$ cat config.mk
export PLATFORM = sky130hd
export DESIGN_NAME = bcd_converter
export DESIGN_NICKNAME = d
export VERILOG_FILES = /design/src/rtl/bcd_pkg.sv /design/src/rtl/bcd_digit_adjust.sv /design/src/rtl/bcd_converter.sv
export SDC_FILE = /design/constraint.sdc
export NUM_CORES = 1
export LEC_CHECK = 0
export ABC_AREA = 1
export CAP_MARGIN = 20
export CORE_MARGIN = 4
export CORE_UTILIZATION = 51
export CTS_BUF_LIST = sky130_fd_sc_hd__clkbuf_8
export CTS_CLUSTER_SIZE = 24
export DETAILED_ROUTE_END_ITERATION = 12
export PLACE_DENSITY = 0.77
export SYNTH_ARGS = -nofsm -noshare
export SYNTH_HDL_FRONTEND = slang
export SYNTH_SLANG_ARGS = --single-unit
$ cat constraint.sdc
create_clock -name Clock -period 1.35 [get_ports Clock]
set_clock_uncertainty 0.05 [all_clocks]
set_input_delay 0.27 -clock Clock [delete_from_list [all_inputs] [get_ports Clock]]
set_output_delay 0.27 -clock Clock [all_outputs]
set_load 0.005 [all_outputs]
$ cat src/rtl/bcd_pkg.sv
// Shared constants for the binary-to-BCD converter: digit count, saturation
// limit and FSM state encodings.
package bcd_pkg;

  localparam int          BCD_DIGITS = 8;
  localparam logic [26:0] BCD_MAX    = 27'd99_999_999;

  localparam logic [1:0] IDLE  = 2'd0;
  localparam logic [1:0] SHIFT = 2'd1;
  localparam logic [1:0] DONE  = 2'd2;

endpackage

$ cat src/rtl/bcd_digit_adjust.sv
// One double-dabble correction cell: a BCD digit of 5 or more gets +3 so the
// following left shift carries correctly into the next decimal digit.
module bcd_digit_adjust (
  input  logic [3:0] digit_i,
  output logic [3:0] digit_o
);

  assign digit_o = (digit_i >= 4'd5) ? digit_i + 4'd3 : digit_i;

endmodule

$ cat src/rtl/bcd_converter.sv
// Sequential binary-to-packed-BCD converter, one shift-and-add-3 step per
// clock; results land in a held output register only on completion.
module bcd_converter
  import bcd_pkg::*;
#(
  parameter int INPUT_WIDTH = 27
) (
  input  logic                   Clock,
  input  logic                   Reset,
  input  logic                   Start_i,
  input  logic [INPUT_WIDTH-1:0] Binary_i,
  output logic [31:0]            Data_o,
  output logic                   Overflow_o,
  output logic                   Busy_o,
  output logic                   Done_o
);

  localparam int CNT_W  = $clog2(INPUT_WIDTH);
  localparam bit SAT_EN = (INPUT_WIDTH == 27);

  logic [1:0]             state_q, state_d;
  logic [CNT_W-1:0]       cnt_q, cnt_d;
  logic [INPUT_WIDTH-1:0] operand_q, operand_d;
  logic [31:0]            scratch_q, scratch_d;
  logic [31:0]            data_q, data_d;
  logic                   pend_ovf_q, pend_ovf_d;
  logic                   ovf_q, ovf_d;
  logic                   done_q, done_d;

  logic [31:0] adj;
  logic [26:0] bin_ext;
  logic        sat;

  for (genvar g = 0; g < BCD_DIGITS; g++) begin : g_adj
    bcd_digit_adjust u_adj (
      .digit_i (scratch_q[4*g +: 4]),
      .digit_o (adj[4*g +: 4])
    );
  end

  // Only a full 27-bit input can exceed eight decimal digits.
  assign bin_ext = 27'(Binary_i);
  assign sat     = SAT_EN && (bin_ext > BCD_MAX);

  always_comb begin
    state_d    = state_q;
    cnt_d      = cnt_q;
    operand_d  = operand_q;
    scratch_d  = scratch_q;
    data_d     = data_q;
    pend_ovf_d = pend_ovf_q;
    ovf_d      = ovf_q;
    done_d     = 1'b0;
    case (state_q)
      IDLE: begin
        if (Start_i) begin
          operand_d  = sat ? INPUT_WIDTH'(BCD_MAX) : Binary_i;
          pend_ovf_d = sat;
          scratch_d  = '0;
          cnt_d      = CNT_W'(INPUT_WIDTH - 1);
          state_d    = SHIFT;
        end
      end
      SHIFT: begin
        scratch_d = {adj[30:0], operand_q[INPUT_WIDTH-1]};
        operand_d = {operand_q[INPUT_WIDTH-2:0], 1'b0};
        cnt_d     = cnt_q - CNT_W'(1);
        if (cnt_q == '0) state_d = DONE;
      end
      DONE: begin
        data_d  = scratch_q;
        ovf_d   = pend_ovf_q;
        done_d  = 1'b1;
        state_d = IDLE;
      end
      default: state_d = IDLE;
    endcase
  end

  always_ff @(posedge Clock) begin
    if (Reset) begin
      state_q    <= IDLE;
      cnt_q      <= '0;
      operand_q  <= '0;
      scratch_q  <= '0;
      data_q     <= '0;
      pend_ovf_q <= 1'b0;
      ovf_q      <= 1'b0;
      done_q     <= 1'b0;
    end else begin
      state_q    <= state_d;
      cnt_q      <= cnt_d;
      operand_q  <= operand_d;
      scratch_q  <= scratch_d;
      data_q     <= data_d;
      pend_ovf_q <= pend_ovf_d;
      ovf_q      <= ovf_d;
      done_q     <= done_d;
    end
  end

  assign Data_o     = data_q;
  assign Overflow_o = ovf_q;
  assign Busy_o     = (state_q != IDLE);
  assign Done_o     = done_q;

endmodule

==> results by stage <==
Logic synthesis:
- The area of the mapped netlist is 4701 um2.
- Counting flops with a built-in enable in the synthesized netlist gives 0.
- The proportion of netlist area held by the largest area contributor is 43.01%.
- The number of warnings printed during yosys synthesis is 0.
- The mean instance size in the synthesized netlist is 7.333 um2.
- Among all cell types in the netlist, the one instantiated most often is nand2_1.
- The distinct cell type count of the synthesized netlist is 29.
- The post-synthesis register bit count is 101.
- dfxtp_1 takes more of the synthesized area than any other cell.
- Synthesis handed over a netlist of 641 instances.
- By area the synthesized netlist is led by dfxtp_1 (43%), a21oi_1 (9.3%), nand2_1 (8.4%).
- The async set-or-reset flop fraction in the synthesized netlist is 0%.
- Counting instances in the post-synthesis netlist gives the leading cell types as nand2_1 (105), dfxtp_1 (101), a21oi_1 (87).
- The main flop type after synthesis is dfxtp_1.
- The sequential-to-total area share from yosys stat is 43.01%.
- Synthesis produced a netlist with a net count of 689.

Critical path:
- STA puts the critical path data required time at 1.54 ns.
- The path type of the worst setup path is reg2reg.
- For this design, the slowest cell found on the critical path is dfxtp_4.
- Data arrives at the worst endpoint at 1.64 ns.
- The largest single stage delay on the critical path is 0.39 ns.
- In this design, the largest share of critical-path delay is due to flip-flops.
- The startpoint class of the critical path is a flop.
- The length in cells of the worst reg-to-reg path is 9.
- The largest driver fanout on the critical path is 10.
- The startpoint of the worst register-to-register path is state_q[0]$_SDFFE_PP0P_.
- The critical path goes through inv_4 -> nand3_4 -> inv_6 -> buf_12 -> buf_12 -> nand2_1 -> o21ai_0 -> a21oi_1 -> a21oi_1.
- The endpoint of the most critical register-to-register path is operand_q[18]$_SDFFE_PP0P_.
- STA classifies the critical path endpoint as a flop.
- The minimum setup slack among reg-to-reg paths is -0.1 ns.
- Counting both buffers and inverters, the worst setup path holds a total of 4.

Clocking:
- The tree is rooted in a clkbuf_8.
- The H-tree was split into 3 levels.
- The number of buffers inserted during clock tree synthesis is 9.
- The clock passes through at most 2 buffers.
- The TritonCTS clock tree is yes.
- The clock transition at the registers of the reported paths is 0.10 ns.
- The later pin in the worst-skew pair is clocked with a latency of 0.36 ns.
- The clock sink total is 101.

Detailed routing:
- After detailed routing, the number of remaining DRC violations is 0.
- The count of TritonRoute iterations in the first routing pass is 5.
- The number of violations reported at the end of detailed-routing iteration 0 is 220.
- The detail-routed net length per standard cell is 15.07 um.
- In this run the remaining antenna-violating nets after routing total 0.
- The routed via count divided by cell count is 5.473.
- The final layout contains routed wiring with a total length of 13000 um.
- The total number of vias is 4723.

STA:
- After layout, the worst setup slack is -0.09979 ns.
- The setup violation total in the final timing report is 28.
- The share of the clock period used by the worst path after layout is 107.4%.
- Setup repair after global routing could not meet its margin everywhere.
- The number of max-slew violations in the final report is 0.
- The upper clock frequency limit is 689.8 MHz.
- The hold violation total from the final report is 0.
- At the pin with the least slew margin, the transition time is 0.3658 ns.
- The minimum clock period is 1.450 ns.
- The worst pin sits at a relative slew slack of 75.35%.

Global routing:
- Global routing used 20.86% of the available tracks.
- The first global-routing pass estimated 19220 um of wire.
- The initial antenna violation count is 0.
- The via count of the first global-routing pass is 4467.
- The largest net degree at the start of global routing is 49.
- The residual overflow from global routing is 0.

Worst hold path:
- The critical hold path startpoint is Binary_i[26].
- The worst min-delay path class is in2reg.
- The sink of the worst hold path is operand_q[26]$_SDFFE_PP0P_.
- The worst hold path was traced through 3 stages.

Placed design:
- The wire-length estimate of the detail-placed layout is 7458 um.
- The number of buffer cells added on primary ports is 64.
- In this run, placement finished with an instance count of 832.
- The routability congestion estimate is 0.8185.

Final layout:
- The layout overhead on the synthesized area is 43.01%.
- In the final layout, the share of cells above drive strength 1 is 32.45%.
- The final layout contains 800 nets.
- The register area is 2067 um2.
- The number of cells in the finished layout apart from fillers is 863.
- The area taken by multi-input logic gates is 2695 um2.
- After filler insertion, the fill cell instance count of the layout stands at 620.
- The number of diodes is 0.

Die:
- The initial core utilization is 53.12%.
- For this design the top-level I/O count stands at 65.
- The chip height is 104.0 um.
- The area enclosed by the die boundary is 10820 um2.
- The core footprint is 8848 um2.
- The floorplan has 34 rows.
- The floorplan die width is 104.0 um.

Outcome:
- The run finished, with violations left.
- The checks that failed: setup timing.

Power:
- The worst ir drop on vdd is 0.6097 mV.
- The analysis attributes to cell leakage a power of 2.745 nW.
- Overall power consumption after layout is estimated at 0.006942 W.
- For this design the ratio of total power to cell area is 1033 nW/um2.

Flow run:
- The count of maximum capacitance violations is 0.
## worst min-delay path, cell delays in order
cell and delay (ns):
clkbuf_2 0.10, nand2_1 0.09, a31oi_1 0.08
## state kept, by name, indices dropped and copies added, names as in the netlist
signal      flops
scratch_q      32
operand_q      27
cnt_q           5
pend_ovf_q      1
Overflow_o      1
Done_o          1
state_q         2
Data_o         32
## cell usage in the layout, fill, tap and decap left out, types with 23 or more instances in the layout
| cell | synthesis | final |
|---|---|---|
| a211oi_1 | 35 | 35 |
| a21oi_1 | 87 | 63 |
| a21oi_2 | 0 | 23 |
| buf_4 | 1 | 50 |
| dfxtp_1 | 101 | 69 |
| dfxtp_2 | 0 | 30 |
| dlygate4sd2_1 | 0 | 56 |
| inv_1 | 83 | 57 |
| inv_2 | 2 | 23 |
| nand2_1 | 105 | 91 |
| nor2_1 | 68 | 59 |
| o21ai_0 | 40 | 31 |
## per-layer routing
metal	global-route usage (%)	vias up	share of wire [%]	wire length, um
met3	2.855	25	4.3	557
met4	9.307	0	2.5	323
met1	23.83	2232	41	5273
met5	0	-	0	0
li1	-	2338	-	-
met2	38.44	128	53	6849
## cell families after synthesis
family                     after synthesis  synth area share, %
adders and majority gates               18                4.791
xor gates and xnor gates                 7                1.304
buffers and inverters                  119                10.06
DFF                                    101                43.01
and+or+nand+nor                        221                19.62
AOI/OAI and AO/OA                      175                21.21
## power breakdown
part / internal [W] / switching [W] / leakage (nW)
clock network: 0.00140 / 0.00103 / 0.125
registers: 0.00313 / 0.000104 / 0.838
logic: 0.000580 / 0.000703 / 1.78
## area by class of cell
cell class                 count  area share [%]
clock buffer                   9           1.843
tap                          108           2.010
timing repair buffer         132           18.44
inverter                      85           5.007
multi-input combinational    423           40.09
clock inverter                 5           1.861
sequential                   101           30.75
## worst max path at each step
stage | startpoint | to | slack [ns] | depth (start not counted)
after floorplan | scratch_q[0]$_SDFFE_PP0P_ | scratch_q[4]$_SDFFE_PP0P_ | 0.04 | 9
after global placement | Binary_i[26] | operand_q[21]$_SDFFE_PP0P_ | -0.47 | 9
after detailed placement | Binary_i[26] | operand_q[0]$_SDFFE_PP0P_ | -0.55 | 9
after CTS | state_q[1]$_SDFFE_PP0P_ | Busy_o | -0.10 | 3
after global routing | state_q[0]$_SDFFE_PP0P_ | operand_q[18]$_SDFFE_PP0P_ | -0.20 | 9
final | state_q[0]$_SDFFE_PP0P_ | operand_q[18]$_SDFFE_PP0P_ | -0.1 | 9
## stage by stage
| stage | hold slack (ns) | util (%) | setup slack [ns] | setup TNS [ns] | cell area (um2) |
|---|---|---|---|---|---|
| detailed placement | 0.4022 | 65.53 | -0.5531 | -25.99 | 5798 |
| global placement | 0.3980 | 65.53 | -0.4744 | -22.31 | 5798 |
| finish | 0.1716 | 75.98 | -0.09979 | -0.7073 | 6723 |
| CTS | 0.2503 | 70.39 | -0.1027 | -0.1284 | 6228 |
| global route | 0.1610 | 75.98 | -0.2016 | -3.197 | 6723 |
| floorplan | 0.3832 | - | 0.03516 | 0 | 4701 |
## timing repair
action / in CTS / in global routing
hold buffers: 0 / 0
endpoints found under the hold margin: 0 / 0
gates resized for setup: 126 / 141
pin swaps: 20 / 69
setup endpoints to repair: 89 / 65
setup buffers: 6 / 6
cloned: 3 / 3
Note: power is estimated with default switching activity, not from simulation.
